[src/rtl/credit_pkg.sv]
// Shared types and widths for the credit-based round-robin arbiter.
package credit_pkg;

  localparam int CREDIT_W = 4;
  localparam int STALL_W  = 16;

  typedef enum logic [1:0] {
    ST_WAIT,
    ST_RUN,
    ST_HALT
  } state_e;

endpackage

[src/rtl/rr_pick.sv]
// Combinational round-robin picker: one-hot grant to the first requester
// after 'last', wrapping N-1 -> 0; an empty request mask gives no grant.
module rr_pick #(
  parameter int N     = 4,
  parameter int PTR_W = $clog2(N)
) (
  input  logic [N-1:0]     req,
  input  logic [PTR_W-1:0] last,
  output logic [N-1:0]     grant
);

  logic             found;
  logic [PTR_W-1:0] idx;

  // NOTE: every variable written here gets a default first, so no path can infer a latch.
  always_comb begin
    grant = '0;
    found = 1'b0;
    idx   = '0;
    for (int off = 1; off <= N; off++) begin
      idx = PTR_W'((int'(last) + off) % N);
      if (!found && req[idx]) begin
        grant[idx] = 1'b1;
        found      = 1'b1;
      end
    end
  end

endmodule

[src/rtl/credit_rr_arb.sv]
// Round-robin arbiter feeding a downstream FIFO under credit flow control.
// Optional 16-bit stall counter enabled by `define CREDIT_RR_ARB_STALL_CNT_EN.
module credit_rr_arb
  import credit_pkg::*;
#(
  parameter int N       = 4,
  parameter int WIDTH   = 8,
  parameter int CREDITS = 8
) (
  input  logic                clk,
  input  logic                reset_p,
  input  logic [N-1:0]        req_valid,
  input  logic [N*WIDTH-1:0]  req_data,
  output logic [N-1:0]        req_ready,
  output logic [WIDTH-1:0]    out_data,
  output logic                out_we,
  input  logic                credit_ret,
  output logic [CREDIT_W-1:0] credit_cnt,
  output logic                credit_err
`ifdef CREDIT_RR_ARB_STALL_CNT_EN
  ,
  output logic [STALL_W-1:0]  stall_cnt
`endif
);

  localparam int                  PTR_W      = $clog2(N);
  localparam logic [CREDIT_W-1:0] CREDIT_MAX = CREDIT_W'(CREDITS);
  localparam logic [CREDIT_W-1:0] CREDIT_ONE = CREDIT_W'(1);
  localparam logic [PTR_W-1:0]    PTR_RST    = PTR_W'(N - 1);

  state_e              state_q, state_d;
  logic [PTR_W-1:0]    ptr_q, ptr_d;
  logic [CREDIT_W-1:0] credit_q, credit_d;
  logic                err_q, err_d;
  logic                out_we_q, out_we_d;
  logic [WIDTH-1:0]    out_data_q, out_data_d;

  logic [N-1:0]        grant;
  logic                arb_en;
  logic                xfer;
  logic [PTR_W-1:0]    gnt_idx;
  logic [WIDTH-1:0]    gnt_data;

  rr_pick #(.N(N), .PTR_W(PTR_W)) u_pick (
    .req   (req_valid),
    .last  (ptr_q),
    .grant (grant)
  );

  // A returned credit only reaches arbitration once it is in credit_q.
  assign arb_en    = (state_q == ST_RUN) && (credit_q != '0);
  assign req_ready = arb_en ? grant : '0;
  assign xfer      = |(req_valid & req_ready);

  always_comb begin
    gnt_idx  = '0;
    gnt_data = '0;
    for (int i = 0; i < N; i++) begin
      if (grant[i]) begin
        gnt_idx  = PTR_W'(i);
        gnt_data = req_data[i*WIDTH +: WIDTH];
      end
    end
  end

  always_comb begin
    state_d    = state_q;
    ptr_d      = ptr_q;
    credit_d   = credit_q;
    err_d      = err_q;
    out_we_d   = xfer;
    out_data_d = out_data_q;

    if (xfer) begin
      ptr_d      = gnt_idx;
      out_data_d = gnt_data;
    end

    if (state_q != ST_HALT) begin
      if (xfer && !credit_ret) begin
        credit_d = credit_q - CREDIT_ONE;
      end else if (!xfer && credit_ret) begin
        if (credit_q == CREDIT_MAX) err_d = 1'b1;
        else                        credit_d = credit_q + CREDIT_ONE;
      end
    end

    // WAIT lasts one cycle to cover the downstream FIFO's registered reset.
    case (state_q)
      ST_WAIT: state_d = ST_RUN;
      ST_RUN:  state_d = ST_RUN;
      default: state_d = ST_HALT;
    endcase
    if (err_d) state_d = ST_HALT;
  end

  // NOTE: sequential state uses non-blocking assignments so all flops sample pre-edge values.
  always_ff @(posedge clk or posedge reset_p) begin
    if (reset_p) begin
      state_q    <= ST_WAIT;
      ptr_q      <= PTR_RST;
      credit_q   <= CREDIT_MAX;
      err_q      <= 1'b0;
      out_we_q   <= 1'b0;
      out_data_q <= '0;
    end else begin
      state_q    <= state_d;
      ptr_q      <= ptr_d;
      credit_q   <= credit_d;
      err_q      <= err_d;
      out_we_q   <= out_we_d;
      out_data_q <= out_data_d;
    end
  end

  assign out_we     = out_we_q;
  assign out_data   = out_data_q;
  assign credit_cnt = credit_q;
  assign credit_err = err_q;

`ifdef CREDIT_RR_ARB_STALL_CNT_EN
  logic [STALL_W-1:0] stall_q, stall_d;

  always_comb begin
    stall_d = stall_q;
    if ((state_q == ST_RUN) && (|req_valid) && (credit_q == '0) && (stall_q != '1))
      stall_d = stall_q + STALL_W'(1);
  end

  always_ff @(posedge clk or posedge reset_p) begin
    if (reset_p) stall_q <= '0;
    else         stall_q <= stall_d;
  end

  assign stall_cnt = stall_q;
`endif

endmodule

[config.mk]
export PLATFORM = sky130hd
export DESIGN_NAME = credit_rr_arb
export DESIGN_NICKNAME = d
export VERILOG_FILES = /design/src/rtl/credit_pkg.sv /design/src/rtl/rr_pick.sv /design/src/rtl/credit_rr_arb.sv
export SDC_FILE = /design/constraint.sdc
export NUM_CORES = 1
export LEC_CHECK = 0
export ABC_AREA = 0
export CORE_MARGIN = 3
export CORE_UTILIZATION = 30
export CTS_BUF_LIST = sky130_fd_sc_hd__clkbuf_2
export DETAILED_ROUTE_END_ITERATION = 8
export GPL_ROUTABILITY_DRIVEN = 0
export SYNTH_ARGS = -nofsm -noshare
export SYNTH_HDL_FRONTEND = slang
export SYNTH_SLANG_ARGS = --single-unit
[constraint.sdc]
create_clock -name clk -period 10.5 [get_ports clk]
set_input_delay 1.05 -clock clk [delete_from_list [all_inputs] [get_ports clk]]
set_output_delay 1.05 -clock clk [all_outputs]
set_load 0.03 [all_outputs]
==> results of run 1 <==
cell usage in the layout, fill, tap and decap left out, types with 2 or more instances in the layout:
cell and count:
a211oi_1 8, a21boi_0 8, a21boi_1 3, a21o_1 10, a21oi_1 3, a22oi_1 2
a32oi_2 8, a41oi_1 8, and2_1 2, buf_4 2, clkbuf_2 3, clkdlybuf4s50_1 56
dfrtp_1 15, dfstp_2 3, ha_1 12, inv_1 18, mux2i_1 3, mux4_2 4
nand2_1 7, nand2_2 2, nand3_1 8, nor2_1 3, nor2b_1 5, o21ai_0 4
o31ai_1 8, xnor2_1 2
final timing paths:
path / slack, ns / end / startpoint
worst max-delay path: 5.50 / req_ready[1] / req_valid[2]
worst min-delay path: 0.50 / credit_err$_DFF_PP0_ / credit_err$_DFF_PP0_
worst max register to register: 6.03 / credit_cnt[3]$_DFFE_PP1P_ / ptr_q[0]$_DFFE_PP1N_
worst min register to register: 0.50 / credit_err$_DFF_PP0_ / credit_err$_DFF_PP0_
max in group asynchronous: 8.93 / credit_cnt[1]$_DFFE_PP0P_ / reset_p
min in group asynchronous: 1.12 / state_q[0]$_DFF_PP0_ / reset_p
metal layers:
metal / global-route usage / vias to the layer above / share of wire / wire length (um)
met2: 0.239 / 42 / 0.48 / 2360
li1: - / 786 / - / -
met1: 0.184 / 752 / 0.45 / 2230
met3: 0.0316 / 2 / 0.060 / 295
met4: 0.0336 / 0 / 0.0037 / 18
met5: 0 / - / 0 / 0
sequential cells by signal, indices dropped and copies added (netlist names):
signal,count
out_data,8
credit_cnt,4
ptr_q,2
state_q,2
credit_err,1
out_we,1
cells by family after synthesis:
family	after synthesis	synth area share
AOI/OAI and AO/OA	72	0.363
xor gates and xnor gates	3	0.0145
adders and majority gates	13	0.0939
buffers and inverters	28	0.0787
DFF	18	0.251
muxes	7	0.0663
and+or+nand+nor	37	0.133
area by class of cell:
class,count,share of cell area
Clock buffer,3,0.00619
Clock inverter,1,0.00155
Inverter,19,0.0294
Multi-Input combinational cell,132,0.501
Sequential cell,18,0.187
Tap cell,72,0.0371
Timing Repair Buffer,58,0.237
per-stage QoR:
stage	cell area [sq um]	hold slack, ns	util	worst slack, ns	power, uW
5_1_grt	2430	0.537	0.427	5.39	786
6_report	2430	0.504	0.427	5.50	723
2_1_floorplan	1810	0.468	-	6.29	571
4_1_cts	2430	0.509	0.427	5.50	726
3_3_place_gp	2410	0.471	0.424	5.58	695
3_5_place_dp	2410	0.467	0.424	5.50	692
report_power, final:
part / switching, uW / leakage (uW) / internal [uW] / total, uW
Combinational: 335 / 0.000802 / 224 / 560
Sequential: 31.2 / 0.000207 / 102 / 134
Clock: 21.4 / 0.0000140 / 8.28 / 29.7
==> reports/results.ini, run 1 <==
[worst_setup_path]
critical_path.top_delay_family = buffers and inverters
worstRegToRegCells = 16
worst_setup_path_start_kind = input pin
crit_type = in2out
crit_slowest_cell = clkdlybuf4s50_1
cp_num_cells = 7
path_buf_inv = 2
crit_fanout = 10
cpPeakStageDelay_ns = 0.67
cp-end-kind = primary output
required_ns = 9.45
crit_top_cell = clkdlybuf4s50_1
path_cells = clkdlybuf4s50_1 -> mux4_2 -> nor4b_4 -> a22oi_4 -> and2_4 -> nor2_1 -> clkdlybuf4s50_1
cp.arrival_ns = 3.95

[detailed_routing]
num_vias = 1582
via_per_inst = 5.22
post_drt_wl_per_cell_um = 16.2
drtIter0Drc = 67
drcViolationCount = 0
totalWireLength_mm = 4.90
first_pass_iters = 4
final_antenna_net_count = 0

[yosys]
ys.flop_type = dfrtp_1
yosysTopAreaCellShare = 0.207
ys_warn_count = 0
synth_nets = 230
synth.area.top_cells = dfrtp_1 (21%), ha_1 (8.3%), a32oi_2 (7.2%), mux4_2 (5.0%), dfstp_2 (4.3%)
synth_edf_count = 0
syn_area_sq_um = 1810
yosysMostFrequentCell = inv_1
async_reset_ff_frac = 1.00
ys_ff_latch = 18
yosysTopAreaCell = dfrtp_1
synth_common_cells = inv_1 (18), dfrtp_1 (15), ha_1 (12)
synth_cells = 178
avgSynthCellArea_sq_um = 10.2
ys_types = 50
seq_area_frac_synth = 0.251

[sta]
final_hold_viol_count = 0
clock_skew_ns = 0.0154
tns_ns = 0
period_share = 0.476
finalMaxSlewViolations = 0
fin_crit_ns = 5.00
setup_violations = 0
worstMarginPinSlew_ns = 0.875
fmax_mhz = 200
slew-limit-headroom = 0.412
rsz0062_at_grt = false

[clock_tree]
h-tree-depth = 1
cts-root-buf = clkbuf_2
cts_setup_buffers = 0
clkTransAtPathRegs_ns = 0.16
cts_tree = built
numCtsBuffers = 3
cts_buffer_depth = 2
clock_insertion_delay_worst_skew_ns = 0.30
cts.sinks = 18
cts_resized = 0
hold_buffers = 0

[finish]
seq_area_sq_um = 454
syn_to_final_growth_pct = 33.8
diodes = 0
drive_gt1_frac = 0.152
finish.net_count = 284
multi_input_area_sq_um = 1220
fin_cells = 303
fillers = 566

[run]
drv_cap = 0

[min_path]
hold_class = reg2reg
worst_hold_path.num_cells = 1

[global_routing]
grt_pass1_vias = 1634
antenna_found_initial = 0
grt_pass1_wl_mm = 8.25
grt_max_degree = 19
track_usage = 0.142
gr-total-overflow = 0

[floorplanning]
fp.dieW_um = 83.7
die_y_um = 83.7
io_pins = 57
start_util = 0.319
fp-row-count = 27
dieArea_sq_um = 7010
core_sq_um = 5680

[pwr]
p_leak_uw = 0.00102
power_density_nw_per_um2 = 298
peakVddDrop_v = 0.000131

[placement]
post-place-cells = 299
dp_hpwl_mm = 3.83
io_buffers = 56

[run_status]
status = completed

No activity file was read; power rests on OpenSTA's default activity.
==> run 2: changes to the inputs <==
clock period = 4.2 ns   (was 10.5 ns; I/O delays follow)
==> reports/results.ini, run 2 (synthesis gave the netlist of run 1 again) <==
[detailed_routing]
drtIter0Drc = 114  ; was 67
totalWireLength_mm = 5.04  ; was 4.90 mm
num_vias = 1667  ; was 1582
first_pass_iters = 4  ; unchanged
final_antenna_net_count = 0  ; unchanged
via_per_inst = 5.31  ; was 5.22
drcViolationCount = 0  ; unchanged
post_drt_wl_per_cell_um = 16.1  ; was 16.2 um

[worst_setup_path]
cp.arrival_ns = 3.56  ; was 3.95 ns
rrSetupSlack_ns = 0.37  ; was 6.03 ns
cp-end-kind = primary output  ; unchanged
path_cells = inv_1 -> ha_1 -> mux4_2 -> nor4b_4 -> a22oi_4 -> and2_4 -> nor2_1 -> clkdlybuf4s50_1  ; was clkdlybuf4s50_1 -> mux4_2 -> nor4b_4 -> a22oi_4 -> and2_4 -> nor2_1 -> clkdlybuf4s50_1
crit_fanout = 10  ; unchanged
crit_slowest_cell = clkdlybuf4s50_1  ; unchanged
r2r-start = ptr_q[1]$_DFFE_PP1N_  ; was ptr_q[0]$_DFFE_PP1N_
worst_setup_path_start_kind = register  ; was input pin
crit_type = reg2out  ; was in2out
required_ns = 3.78  ; was 9.45 ns
worst_r2r_endpoint = credit_cnt[3]$_DFFE_PP1P_  ; unchanged
cpPeakStageDelay_ns = 0.67  ; about the same
worstRegToRegCells = 15  ; was 16

[pwr]
peakVddDrop_v = 0.000377  ; was 0.000131 V
p_total_uw = 1910  ; was 723 uW
power_density_nw_per_um2 = 753  ; was 298 nW/um^2
p_leak_uw = 0.00108  ; was 0.00102 uW

[finish]
fillers = 564  ; was 566
fin_util = 0.446  ; was 0.427
fin_cells = 314  ; was 303
final_common_cell = clkdlybuf4s50_1  ; unchanged
syn_to_final_growth_pct = 39.6  ; was 33.8%
drive_gt1_frac = 0.194  ; was 0.152
mostFrequentLayoutCells = clkdlybuf4s50_1 (56), inv_1 (18), dfrtp_1 (15)  ; unchanged
largest_reg_flops = 8  ; unchanged
finish.net_count = 295  ; was 284
diodes = 0  ; unchanged

[clock_tree]
cts_buffer_depth = 2  ; unchanged
clock_insertion_delay_worst_skew_ns = 0.29  ; was 0.30 ns
cts_tree = built  ; unchanged
cts-root-buf = clkbuf_2  ; unchanged
clkTransAtPathRegs_ns = 0.17  ; was 0.16 ns
cts.sinks = 18  ; unchanged
h-tree-depth = 1  ; unchanged
numCtsBuffers = 3  ; unchanged

[min_path]
hold_class = in2async  ; was reg2reg

[sta]
finalMaxSlewViolations = 0  ; unchanged
period_share = 0.947
final_hold_viol_count = 0  ; unchanged
clock_skew_ns = 0.00184  ; was 0.0154 ns
setup_violations = 0  ; unchanged
slew-limit-headroom = 0.396  ; was 0.412
whs_ns = 0.499  ; was 0.504 ns
worstMarginPinSlew_ns = 0.899  ; was 0.875 ns
fin_crit_ns = 3.98
rsz0062_at_grt = false  ; unchanged
tns_ns = 0  ; unchanged
fmax_mhz = 251

[global_routing]
grt_max_degree = 19  ; unchanged
grt_pass1_vias = 1639  ; was 1634
antenna_found_initial = 0  ; unchanged
track_usage = 0.140  ; was 0.142
gr-total-overflow = 0  ; unchanged
grt_pass1_wl_mm = 8.19  ; was 8.25 mm

[floorplanning]
fp.dieW_um = 83.7  ; unchanged
io_pins = 57  ; unchanged
start_util = 0.319  ; unchanged
dieArea_sq_um = 7010  ; unchanged
die_y_um = 83.7  ; unchanged
core_sq_um = 5680  ; unchanged
fp-row-count = 27  ; unchanged

[run_status]
status = completed  ; unchanged

[placement]
io_buffers = 56  ; unchanged
post-place-cells = 305  ; was 299
dp_hpwl_mm = 3.82  ; was 3.83 mm

[run]
drv_cap = 0  ; unchanged

## run 2: metal layers
metal | global-route usage | routed length [um] | vias up | part of all wire
li1 | - | - | 819 | -
met1 | 0.194 | 2390 | 800 | 0.47
met2 | 0.231 | 2420 | 44 | 0.48
met3 | 0.0178 | 198 | 4 | 0.039
met4 | 0.0307 | 34 | 0 | 0.0067
met5 | 0 | 0 | - | 0
## run 2: report_power, final
part / internal, uW / total [uW] / switching (uW)
logic: 628 / 1500 / 874
registers: 256 / 325 / 69.2
clock network: 25.2 / 78.5 / 53.3
total: 909 / 1910 / 997
## run 2: worst max-delay path, delay by kind of cell, from the launching register on
kind	cells	cell delay, ns
simple gates	3	0.87
buf+inv	2	0.81
flops	1	0.65
fa+ha+maj	1	0.36
mux	1	0.36
compound gates	1	0.20
## run 2: area by class of cell
class,instances,area (sq um),area share
Clock buffer,4,20.0,0.00791
Timing Repair Buffer,68,651,0.257
Tap cell,72,90.1,0.0356
Sequential cell,18,454,0.179
Multi-Input combinational cell,133,1240,0.492
Inverter,19,71.3,0.0282
## run 2: worst max-delay path by stage
stage,to,from,slack [ns]
finish,req_ready[1],ptr_q[1]$_DFFE_PP1N_,0.22
global route,req_ready[2],ptr_q[1]$_DFFE_PP1N_,0.0001
CTS,req_ready[1],ptr_q[0]$_DFFE_PP1N_,0.06
detailed placement,credit_cnt[3]$_DFFE_PP1P_,ptr_q[0]$_DFFE_PP1N_,0.19
global placement,credit_cnt[3]$_DFFE_PP1P_,req_valid[0],0.31
floorplan,credit_cnt[3]$_DFFE_PP1P_,ptr_q[0]$_DFFE_PP1N_,0.13
## run 2: what timing repair did
action / in CTS / in global routing
resized for setup: 0 / 1
hold buffers: 0 / 0
endpoints found under the setup margin: 0 / 7
setup buffers: 0 / 4
## run 2: stage by stage
step	worst slack [ns]	cell area (sq um)
finish	0.223	2530
floorplan	0.129	1810
global route	0.0000968	2530
global placement	0.315	2450
detailed placement	0.191	2450
CTS	0.0649	2470
==> run 3: changes to the inputs <==
CORE_UTILIZATION = 40   (was 30)
PLACE_DENSITY = 0.73   (was unset)
SLEW_MARGIN = 20   (was unset)
==> reports/results.ini, run 3 (synthesis gave the netlist of run 1 again) <==
[global_routing]
gr-total-overflow = 0  ; unchanged
grt_pass1_wl_mm = 7.45  ; was 8.19 mm
grt_pass1_vias = 1567  ; was 1639
gr-usage-met2 = 0.282  ; was 0.231
antenna_found_initial = 0  ; unchanged
grt.busiest_layer = met2  ; unchanged
grt_max_degree = 19  ; unchanged
track_usage = 0.174  ; was 0.140
grt_use_met1 = 0.249  ; was 0.194
grtUsageMet3 = 0.0246  ; was 0.0178

[placement]
pre_cts_ws_ns = 0.197  ; was 0.191 ns
dp_hpwl_mm = 3.72  ; was 3.82 mm
io_buffers = 56  ; unchanged

[pwr]
p_leak_uw = 0.00107  ; was 0.00108 uW
p_seq_frac = 0.178  ; was 0.171
power_density_nw_per_um2 = 757  ; was 753 nW/um^2
peakVddDrop_v = 0.000363  ; was 0.000377 V
p_int_uw = 890  ; was 909 uW
p_switching_uw = 969  ; was 997 uW
p_sw_frac = 0.521  ; was 0.523
combPwrFrac = 0.786  ; was 0.788
power.share.clock = 0.036  ; was 0.041

[min_path]
hold_class = in2async  ; unchanged

[worst_setup_path]
path_buf_inv = 3  ; was 2
worst_setup_path_start_kind = register  ; unchanged
crit_fanout = 10  ; unchanged
cp_num_cells = 8  ; unchanged
r2r-start = ptr_q[0]$_DFFE_PP1N_  ; was ptr_q[1]$_DFFE_PP1N_
cp-end-kind = primary output  ; unchanged
critical_path.top_delay_family = buffers and inverters  ; was simple AND/OR/NAND/NOR gates
worst_r2r_endpoint = credit_cnt[3]$_DFFE_PP1P_  ; unchanged
cp.arrival_ns = 3.54  ; was 3.56 ns
worstRegToRegCells = 15  ; unchanged
required_ns = 3.78  ; about the same
cpPeakStageDelay_ns = 0.68  ; was 0.67 ns
crit_slowest_cell = dfstp_2  ; was clkdlybuf4s50_1
path_cells = inv_1 -> ha_1 -> mux4_2 -> nor4b_4 -> a22oi_2 -> buf_4 -> a21oi_1 -> clkdlybuf4s50_1  ; was inv_1 -> ha_1 -> mux4_2 -> nor4b_4 -> a22oi_4 -> and2_4 -> nor2_1 -> clkdlybuf4s50_1
rrSetupSlack_ns = 0.28  ; was 0.37 ns
crit_type = reg2out  ; unchanged

[sta]
rsz0062_at_grt = false  ; unchanged
tns_ns = 0  ; unchanged
clock_skew_ns = 0.00203  ; was 0.00184 ns
period_share = 0.943  ; was 0.947
worstMarginPinSlew_ns = 0.853  ; was 0.899 ns
setup_violations = 0  ; unchanged
setup_ws_ns = 0.241  ; was 0.223 ns
final_hold_viol_count = 0  ; unchanged
finalMaxSlewViolations = 0  ; unchanged
fmax_mhz = 253  ; was 251 MHz
slew-limit-headroom = 0.427  ; was 0.396
fin_crit_ns = 3.96  ; was 3.98 ns

[clock_tree]
h-tree-depth = 1  ; unchanged
numCtsBuffers = 3  ; unchanged
cts_tree = built  ; unchanged
clkTransAtPathRegs_ns = 0.15  ; was 0.17 ns
clock_insertion_delay_worst_skew_ns = 0.28  ; was 0.29 ns
cts_buffer_depth = 2  ; unchanged
cts.sinks = 18  ; unchanged
cts-root-buf = clkbuf_2  ; unchanged

[floorplanning]
die_y_um = 73.3  ; was 83.7 um
fp.dieW_um = 73.3  ; was 83.7 um
io_pins = 57  ; unchanged
dieArea_sq_um = 5380  ; was 7010 sq um
core_sq_um = 4170  ; was 5680 sq um
fp-row-count = 23  ; was 27
start_util = 0.434  ; was 0.319

[finish]
diodes = 0  ; unchanged
fin_util = 0.588  ; was 0.446
mostFrequentLayoutCells = clkdlybuf4s50_1 (55), inv_1 (18), dfrtp_1 (15)  ; was clkdlybuf4s50_1 (56), inv_1 (18), dfrtp_1 (15)
final_common_cell = clkdlybuf4s50_1  ; unchanged
finish.net_count = 290  ; was 295
largest_reg_flops = 8  ; unchanged
syn_to_final_growth_pct = 35.3  ; was 39.6%
fillers = 377  ; was 564
drive_gt1_frac = 0.181  ; was 0.194

[detailed_routing]
via_per_inst = 5.64  ; was 5.31
first_pass_iters = 4  ; unchanged
final_antenna_net_count = 0  ; unchanged
totalWireLength_mm = 4.68  ; was 5.04 mm
post_drt_wl_per_cell_um = 16.3  ; was 16.1 um
drtIter0Drc = 108  ; was 114
drcViolationCount = 0  ; unchanged
num_vias = 1618  ; was 1667

[run_status]
status = completed  ; unchanged

[run]
drv_cap = 0  ; unchanged

[run 3: changes by cell type in the layout (fill, tap and decap cells not counted)]
cell,previous run,this run
buf_4,12,8
clkbuf_2,4,3
clkdlybuf4s50_1,56,55
clkinv_1,0,1
dlymetal6s2s_1,0,1
mux4_1,1,0
nor3_1,1,0
nor3_2,0,1
[run 3: how the worst max path moves through the flow]
stage | from | endpoint | slack [ns]
3_5_place_dp | ptr_q[0]$_DFFE_PP1N_ | credit_cnt[3]$_DFFE_PP1P_ | 0.20
6_report | ptr_q[0]$_DFFE_PP1N_ | req_ready[2] | 0.24
5_1_grt | ptr_q[0]$_DFFE_PP1N_ | credit_cnt[3]$_DFFE_PP1P_ | 0.03
3_3_place_gp | ptr_q[0]$_DFFE_PP1N_ | credit_cnt[3]$_DFFE_PP1P_ | 0.30
4_1_cts | ptr_q[0]$_DFFE_PP1N_ | req_ready[1] | 0.12
2_1_floorplan | ptr_q[0]$_DFFE_PP1N_ | credit_cnt[3]$_DFFE_PP1P_ | 0.13
[run 3: worst reg2reg max path, stage by stage (launching register included)]
cell,delay (ns)
dfstp_2,0.68
inv_1,0.14
ha_1,0.35
mux4_2,0.44
nor4b_4,0.49
a22oi_2,0.16
a21boi_1,0.32
o41ai_2,0.14
inv_2,0.07
ha_1,0.16
ha_1,0.23
a21o_1,0.18
a21oi_1,0.16
xnor2_1,0.13
nand2_1,0.08
xnor2_1,0.15
[run 3: power groups by stage]
stage	Clock (uW)	Combinational [uW]	Sequential (uW)
6_report	67.7	1460	331
2_1_floorplan	0	987	441
3_5_place_dp	0	1410	335
4_1_cts	72.6	1420	333
5_1_grt	76.4	1580	346
3_3_place_gp	0	1390	336
[run 3: final cells by class]
| cell class | count | area [sq um] | area share |
|---|---|---|---|
| Multi-Input combinational cell | 132 | 1220 | 0.499 |
| Clock inverter | 1 | 3.75 | 0.00153 |
| Timing Repair Buffer | 64 | 623 | 0.254 |
| Sequential cell | 18 | 454 | 0.185 |
| Tap cell | 50 | 62.6 | 0.0255 |
| Inverter | 19 | 71.3 | 0.0291 |
| Clock buffer | 3 | 15.0 | 0.00612 |
[run 3: per-stage QoR]
step	std cells	total power (uW)	hold slack, ns	area, sq um
5_1_grt	287	2000	0.522	2450
3_3_place_gp	281	1730	0.470	2410
3_5_place_dp	281	1750	0.462	2410
4_1_cts	285	1830	0.503	2430
6_report	287	1860	0.495	2450
2_1_floorplan	178	1430	0.356	1810
[run 3: timing repair]
action / in CTS / in global routing
resized for setup: 0 / 3
setup endpoints to repair: 0 / 6
buffers inserted: 0 / 2
hold buffers: 0 / 0
[run 3: layer usage]
metal / part of all wire / wire length (um) / up-vias
met4: 0.0045 / 21 / 0
met5: 0 / 0 / -
li1: - / - / 802
met1: 0.47 / 2180 / 764
met2: 0.47 / 2180 / 48
met3: 0.063 / 296 / 4
